$ cat config.mk
export PLATFORM = sky130hd
export DESIGN_NAME = pipeline_ctrl_flat
export DESIGN_NICKNAME = d
export VERILOG_FILES = /design/src/rtl/pipeline_ctrl_if.sv /design/src/rtl/pipeline_ctrl.sv /design/src/flat_wrapper.sv
export SDC_FILE = /design/constraint.sdc
export NUM_CORES = 1
export LEC_CHECK = 0
export BUFFER_PORTS_ARGS = -buffer_cell sky130_fd_sc_hd__buf_2
export CORE_MARGIN = 4
export CORE_UTILIZATION = 25
export DETAILED_ROUTE_END_ITERATION = 10
export GPL_TIMING_DRIVEN = 0
export SLEW_MARGIN = 10
export SYNTH_ARGS = -nofsm -noshare
export SYNTH_HDL_FRONTEND = slang
export SYNTH_SLANG_ARGS = --single-unit
export TNS_END_PERCENT = 30
$ cat constraint.sdc
create_clock -name clk_i -period 1.6 [get_ports clk_i]
set_input_delay 0.24 -clock clk_i [delete_from_list [all_inputs] [get_ports clk_i]]
set_output_delay 0.24 -clock clk_i [all_outputs]
set_load 0.01 [all_outputs]
$ cat src/rtl/pipeline_ctrl_if.sv
// Hazard inputs and data_ctrl outputs exchanged between
// the pipeline datapath (master) and pipeline_ctrl (slave).
interface pipeline_ctrl_if;
    logic [4:0] id_rs1_i;
    logic [4:0] id_rs2_i;
    logic       id_re1_i;
    logic       id_re2_i;
    logic [4:0] ex_wR_i;
    logic       ex_load_i;
    logic       ex_jump_i;
    logic       mem_req_i;
    logic       mem_ack_i;
    logic [1:0] pc_ctrl_o;
    logic [1:0] if_id_ctrl_o;
    logic [1:0] id_ex_ctrl_o;
    logic [1:0] ex_mem_ctrl_o;
    logic [1:0] mem_wb_ctrl_o;

    modport master (
        output id_rs1_i, id_rs2_i, id_re1_i, id_re2_i,
        output ex_wR_i, ex_load_i, ex_jump_i,
        output mem_req_i, mem_ack_i,
        input  pc_ctrl_o, if_id_ctrl_o, id_ex_ctrl_o,
        input  ex_mem_ctrl_o, mem_wb_ctrl_o
    );

    modport slave (
        input  id_rs1_i, id_rs2_i, id_re1_i, id_re2_i,
        input  ex_wR_i, ex_load_i, ex_jump_i,
        input  mem_req_i, mem_ack_i,
        output pc_ctrl_o, if_id_ctrl_o, id_ex_ctrl_o,
        output ex_mem_ctrl_o, mem_wb_ctrl_o
    );
endinterface

$ cat src/rtl/pipeline_ctrl.sv
// Pipeline stall/flush controller with memory-wait timeout.
// Define PIPELINE_CTRL_PERF_EN to add stall/flush counters.
module pipeline_ctrl #(
    parameter int unsigned WAIT_TIMEOUT = 255
) (
    input  logic clk_i,
    input  logic rst_n_i,
    pipeline_ctrl_if.slave bus,
`ifdef PIPELINE_CTRL_PERF_EN
    output logic [31:0] stall_cnt_o,
    output logic [31:0] flush_cnt_o,
`endif
    output logic mem_err_o
);
    localparam logic [1:0] NORMAL = 2'b00;
    localparam logic [1:0] FLUSH  = 2'b01;
    localparam logic [1:0] STOP   = 2'b10;

    typedef enum logic [1:0] {RUN, MEM_WAIT, REDIRECT} state_t;

    state_t     state;
    state_t     state_nxt;
    logic [7:0] wait_cnt;
    logic [7:0] wait_nxt;
    logic       mem_wait;
    logic       jump_act;
    logic       hit1;
    logic       hit2;
    logic       load_use;

    assign mem_wait = bus.mem_req_i & ~bus.mem_ack_i;
    assign jump_act = bus.ex_jump_i & ~mem_wait;
    assign hit1 = bus.id_re1_i & (bus.id_rs1_i == bus.ex_wR_i);
    assign hit2 = bus.id_re2_i & (bus.id_rs2_i == bus.ex_wR_i);
    assign load_use = bus.ex_load_i & (bus.ex_wR_i != 5'd0)
                    & (hit1 | hit2);

    always_comb begin
        bus.pc_ctrl_o     = NORMAL;
        bus.if_id_ctrl_o  = NORMAL;
        bus.id_ex_ctrl_o  = NORMAL;
        bus.ex_mem_ctrl_o = NORMAL;
        bus.mem_wb_ctrl_o = NORMAL;
        state_nxt         = RUN;
        if (!rst_n_i) begin
            bus.pc_ctrl_o     = FLUSH;
            bus.if_id_ctrl_o  = FLUSH;
            bus.id_ex_ctrl_o  = FLUSH;
            bus.ex_mem_ctrl_o = FLUSH;
            bus.mem_wb_ctrl_o = FLUSH;
        end else if (mem_wait) begin
            bus.pc_ctrl_o     = STOP;
            bus.if_id_ctrl_o  = STOP;
            bus.id_ex_ctrl_o  = STOP;
            bus.ex_mem_ctrl_o = STOP;
            bus.mem_wb_ctrl_o = FLUSH;
            state_nxt         = MEM_WAIT;
        end else if (bus.ex_jump_i) begin
            bus.if_id_ctrl_o = FLUSH;
            bus.id_ex_ctrl_o = FLUSH;
            state_nxt        = REDIRECT;
        end else if (load_use && state != REDIRECT) begin
            bus.pc_ctrl_o    = STOP;
            bus.if_id_ctrl_o = STOP;
            bus.id_ex_ctrl_o = FLUSH;
        end
    end

    // The entry cycle already counts as the first wait cycle.
    always_comb begin
        if (state != MEM_WAIT)
            wait_nxt = 8'd1;
        else if (wait_cnt == 8'hFF)
            wait_nxt = 8'hFF;
        else
            wait_nxt = wait_cnt + 8'd1;
    end

    always_ff @(posedge clk_i or negedge rst_n_i) begin
        if (!rst_n_i) begin
            state     <= RUN;
            wait_cnt  <= 8'd0;
            mem_err_o <= 1'b0;
        end else begin
            state <= state_nxt;
            if (mem_wait) begin
                wait_cnt <= wait_nxt;
                if ({24'd0, wait_nxt} >= WAIT_TIMEOUT)
                    mem_err_o <= 1'b1;
            end
        end
    end

`ifdef PIPELINE_CTRL_PERF_EN
    always_ff @(posedge clk_i or negedge rst_n_i) begin
        if (!rst_n_i) begin
            stall_cnt_o <= 32'd0;
            flush_cnt_o <= 32'd0;
        end else begin
            if (bus.pc_ctrl_o == STOP && stall_cnt_o != '1)
                stall_cnt_o <= stall_cnt_o + 32'd1;
            if (jump_act && flush_cnt_o != '1)
                flush_cnt_o <= flush_cnt_o + 32'd1;
        end
    end
`else
    logic unused_jump;
    assign unused_jump = jump_act;
`endif
endmodule
$ cat src/flat_wrapper.sv
// flat-port wrapper written by rule: the top's interface ports become plain ports
module pipeline_ctrl_flat 
#(
    parameter int unsigned WAIT_TIMEOUT = 255
)
  (clk_i, rst_n_i, mem_err_o, bus_id_rs1_i, bus_id_rs2_i, bus_id_re1_i, bus_id_re2_i, bus_ex_wR_i, bus_ex_load_i, bus_ex_jump_i, bus_mem_req_i, bus_mem_ack_i, bus_pc_ctrl_o, bus_if_id_ctrl_o, bus_id_ex_ctrl_o, bus_ex_mem_ctrl_o, bus_mem_wb_ctrl_o);
  pipeline_ctrl_if bus_i ();
  input  logic clk_i;
  input  logic rst_n_i;
  output logic mem_err_o;
  input wire logic [$bits(bus_i.id_rs1_i)-1:0] bus_id_rs1_i;
  input wire logic [$bits(bus_i.id_rs2_i)-1:0] bus_id_rs2_i;
  input wire logic [$bits(bus_i.id_re1_i)-1:0] bus_id_re1_i;
  input wire logic [$bits(bus_i.id_re2_i)-1:0] bus_id_re2_i;
  input wire logic [$bits(bus_i.ex_wR_i)-1:0] bus_ex_wR_i;
  input wire logic [$bits(bus_i.ex_load_i)-1:0] bus_ex_load_i;
  input wire logic [$bits(bus_i.ex_jump_i)-1:0] bus_ex_jump_i;
  input wire logic [$bits(bus_i.mem_req_i)-1:0] bus_mem_req_i;
  input wire logic [$bits(bus_i.mem_ack_i)-1:0] bus_mem_ack_i;
  output wire logic [$bits(bus_i.pc_ctrl_o)-1:0] bus_pc_ctrl_o;
  output wire logic [$bits(bus_i.if_id_ctrl_o)-1:0] bus_if_id_ctrl_o;
  output wire logic [$bits(bus_i.id_ex_ctrl_o)-1:0] bus_id_ex_ctrl_o;
  output wire logic [$bits(bus_i.ex_mem_ctrl_o)-1:0] bus_ex_mem_ctrl_o;
  output wire logic [$bits(bus_i.mem_wb_ctrl_o)-1:0] bus_mem_wb_ctrl_o;
  assign bus_i.id_rs1_i = bus_id_rs1_i;
  assign bus_i.id_rs2_i = bus_id_rs2_i;
  assign bus_i.id_re1_i = bus_id_re1_i;
  assign bus_i.id_re2_i = bus_id_re2_i;
  assign bus_i.ex_wR_i = bus_ex_wR_i;
  assign bus_i.ex_load_i = bus_ex_load_i;
  assign bus_i.ex_jump_i = bus_ex_jump_i;
  assign bus_i.mem_req_i = bus_mem_req_i;
  assign bus_i.mem_ack_i = bus_mem_ack_i;
  assign bus_pc_ctrl_o = bus_i.pc_ctrl_o;
  assign bus_if_id_ctrl_o = bus_i.if_id_ctrl_o;
  assign bus_id_ex_ctrl_o = bus_i.id_ex_ctrl_o;
  assign bus_ex_mem_ctrl_o = bus_i.ex_mem_ctrl_o;
  assign bus_mem_wb_ctrl_o = bus_i.mem_wb_ctrl_o;
  pipeline_ctrl #(.WAIT_TIMEOUT(WAIT_TIMEOUT)) u_core (.clk_i(clk_i), .rst_n_i(rst_n_i), .bus(bus_i), .mem_err_o(mem_err_o));
endmodule
==> summary.md <==
| Metric | Value |
|---|---|
| Comb power frac | `0.320` |
| Endpoint class of the critical path | `primary output` |
| Post-synth EDFFs | `0` |
| Worst-margin pin slew | `0.530 ns` |
| Worst-Skew Late Latency | `0.28 ns` |
| Total Nets Final | `159` |
| Largest net degree at the start of global routing | `12` |
| Diode count | `0` |
| Switch Pwr | `0.000239 W` |
| Reg power frac | `0.416` |
| I/O pins | `34` |
| Post-synth ARST share | `1.00` |
| Final setup margin | `-0.122 ns` |
| Yosys reg bits | `11` |
| Critical path arrival | `1.48 ns` |
| CTS buffer count | `3` |
| Synthesized area | `842 µm²` |
| Reg clk slew, reported paths | `0.08 ns` |
| Area delta synth->final | `39.4%` |
| H-tree depth | `1` |
| Rows | `20` |
| Synth warn | `0` |
| RSZ-0062 raised after global routing | `yes` |
| Max Fclk | `0.581 GHz` |
| Root Buffer | `clkbuf_4` |
| Status | `finished with violations` |
| Vias in the first global route | `858` |
| WP data required | `1.36 ns` |
| # placed instances | `171` |
| Final Hold Vio Count | `0` |
| Die width | `66.0 µm` |
| Minimum clock period after layout | `1.72 ns` |
| LEAKAGE | `0.564 nW` |
| Clock Skews | `0.00892 ns` |
| Finished Layout Cells | `178` |
| Synth unique cells | `38` |
| Total GRT Usage | `0.103` |
| Worst vdd ir | `0.247 mV` |
| Critical path endpoint | `bus_pc_ctrl_o[1]` |
| Critical path startpoint | `bus_ex_wR_i[4]` |
| Switching Share | `0.316` |
| Remaining Overflow, GRT | `0` |
| Critical Path Source Type | `primary input` |
| Mapped Nets | `119` |
| Sequential-to-total area share from yosys stat | `0.327` |
| Clk sinks | `11` |
| CTS max path bufs | `2` |
| Synthesized area per cell | `8.86 µm²` |
| HPWL after detailed placement | `1580 µm` |
| Design area | `1170 µm²` |
| DP Area | `1060 µm²` |
| Main synth FF type | `dfrtp_1` |
| Final wirelength | `2130 µm` |
| Clock power frac | `0.263` |
| Layout filler cell count | `335` |
| Iteration-0 DRC Markers | `18` |
| Worst R2R Setup Slack | `0.06 ns` |
| Post-DRT Antenna Nets | `0` |
| Global-route wire length before repair | `3570 µm` |
| Initial antenna violation count | `0` |
| Period utilization | `1.08` |
| Worst slew margin | `0.646` |
| Layout cells sized above 1 | `0.448` |
| CP Max Fanout | `2` |
| Power Total | `0.000756 W` |
| Core Region | `3130 µm²` |
| Power per cell area | `644 nW/µm²` |
| Crit Path Category | `primary input to primary output` |
| Reg2reg start | `u_core.wait_cnt[0]` |
| Routability congestion estimate | `0.803` |
| Vias post-DR | `845` |
| Die area | `4360 µm²` |
| HP Class | `primary input to flip-flop` |
| Max_cap viols | `0` |
| Port Buf Inserts | `32` |
| Cells after Synth | `95` |
| Failing checks | `setup timing` |
| Die Y | `66.0 µm` |
| CTS tree | `built` |
| Via density | `4.75` |
| DR DRC count | `0` |
| Final setup viols | `3` |
| DRT Pass-1 Iters | `4` |
| WL/cell | `12.0 µm` |
| Crit Reg-Reg Endpoint | `u_core.mem_err_o` |
| Starting Density | `0.269` |
| Internal power | `0.000517 W` |
| Slew Viols, Final | `0` |
| Reg2Reg Depth | `4` |
[metrics by stage]
step / worst slack (ns) / utilization / hold WS [ns] / TNS (ns)
floorplan: -0.00217 / - / -0.0556 / -0.00217
global placement: -0.215 / 0.338 / 0.145 / -0.502
detailed placement: -0.203 / 0.338 / 0.152 / -0.589
CTS: -0.109 / 0.368 / 0.201 / -0.140
global route: -0.159 / 0.375 / 0.202 / -0.286
finish: -0.122 / 0.375 / 0.207 / -0.166
[worst max-delay path, stage by stage]
cell     delay, ns
buf_8         0.10
or4_4         0.53
o221a_4       0.24
nand2_2       0.07
o21ai_2       0.07
buf_4         0.14
buf_6         0.11
[worst min-delay path by stage]
stage,start,to,cells after the start,slack [ns]
after floorplan,rst_n_i,u_core.mem_err_o,0,-0.06
after global placement,rst_n_i,u_core.wait_cnt[3],1,0.14
after detailed placement,rst_n_i,u_core.wait_cnt[2],1,0.15
after CTS,bus_ex_jump_i,u_core.state[1],2,0.20
after global routing,bus_ex_jump_i,u_core.state[1],2,0.20
final,bus_ex_jump_i,u_core.state[1],2,0.21
[per-layer routing]
metal	track usage	up-vias	part of all wire
li1	-	416	-
met1	0.121	400	0.44
met2	0.180	29	0.48
met3	0.0442	0	0.084
met4	0.00761	0	0
met5	0	-	0
[synth_stat cells (all sizes together) (3+ instances only)]
master,n,area [µm²]
nand2,8,30.0
inv,4,15.0
nor2b,3,18.8
and2,3,20.0
buf,7,60.1
xor2,8,70.1
dfrtp,11,275
a21oi,8,40.0
and3,4,30.0
o21ai,10,50.1
nand3,3,15.0
[power by group through the flow]
stage	combinational [W]	clock, W	sequential [W]
floorplan	0.000114	0	0.000316
global placement	0.000179	0	0.000320
detailed placement	0.000184	0	0.000323
CTS	0.000231	0.000208	0.000309
global route	0.000274	0.000223	0.000317
finish	0.000242	0.000199	0.000315
[cell families after synthesis]
| family | share of synthesized area |
|---|---|
| simple gates | 0.239 |
| flops | 0.327 |
| mux | 0.0178 |
| buf+inv | 0.0936 |
| compound gates | 0.199 |
| xor+xnor | 0.104 |
| fa+ha+maj | 0.0149 |
| other cells | 0.00445 |
[cell usage in the layout (no fill, tap or decap), drive strengths merged, types with 2 or more instances in the layout]
cell type	instances
buf	41
dfrtp	11
o21ai	10
xor2	8
a21oi	8
nand2	8
inv	4
and3	4
clkbuf	4
nand3	3
nor2b	3
and2	3
xnor2	2
a41oi	2
nor4	2
nand4	2
[cell type report]
| type | instances | area, µm² | share of cell area |
|---|---|---|---|
| buffer | 7 | 53.8 | 0.0458 |
| clock buffer | 3 | 22.5 | 0.0192 |
| tap | 44 | 55.1 | 0.0469 |
| multi-input combinational | 72 | 532 | 0.453 |
| clock inverter | 1 | 5.00 | 0.00426 |
| timing repair buffer | 36 | 215 | 0.183 |
| sequential | 11 | 275 | 0.235 |
| inverter | 4 | 15.0 | 0.0128 |
[state kept, by name, summed over array words and instances (netlist names)]
signal	cells
u_core.wait_cnt	8
u_core.mem_err_o	1
u_core.state	2
[repair_timing]
action | 4_1_cts | 5_1_grt
resized for setup | 12 | 5
gates cloned | 0 | 0
hold buffers | 1 | 0
endpoints found under the hold margin | 11 | 0
buffers inserted | 3 | 0
setup endpoints to repair | 7 | 7
pin swaps | 6 | 1
Power figures use the tool's default switching activity.
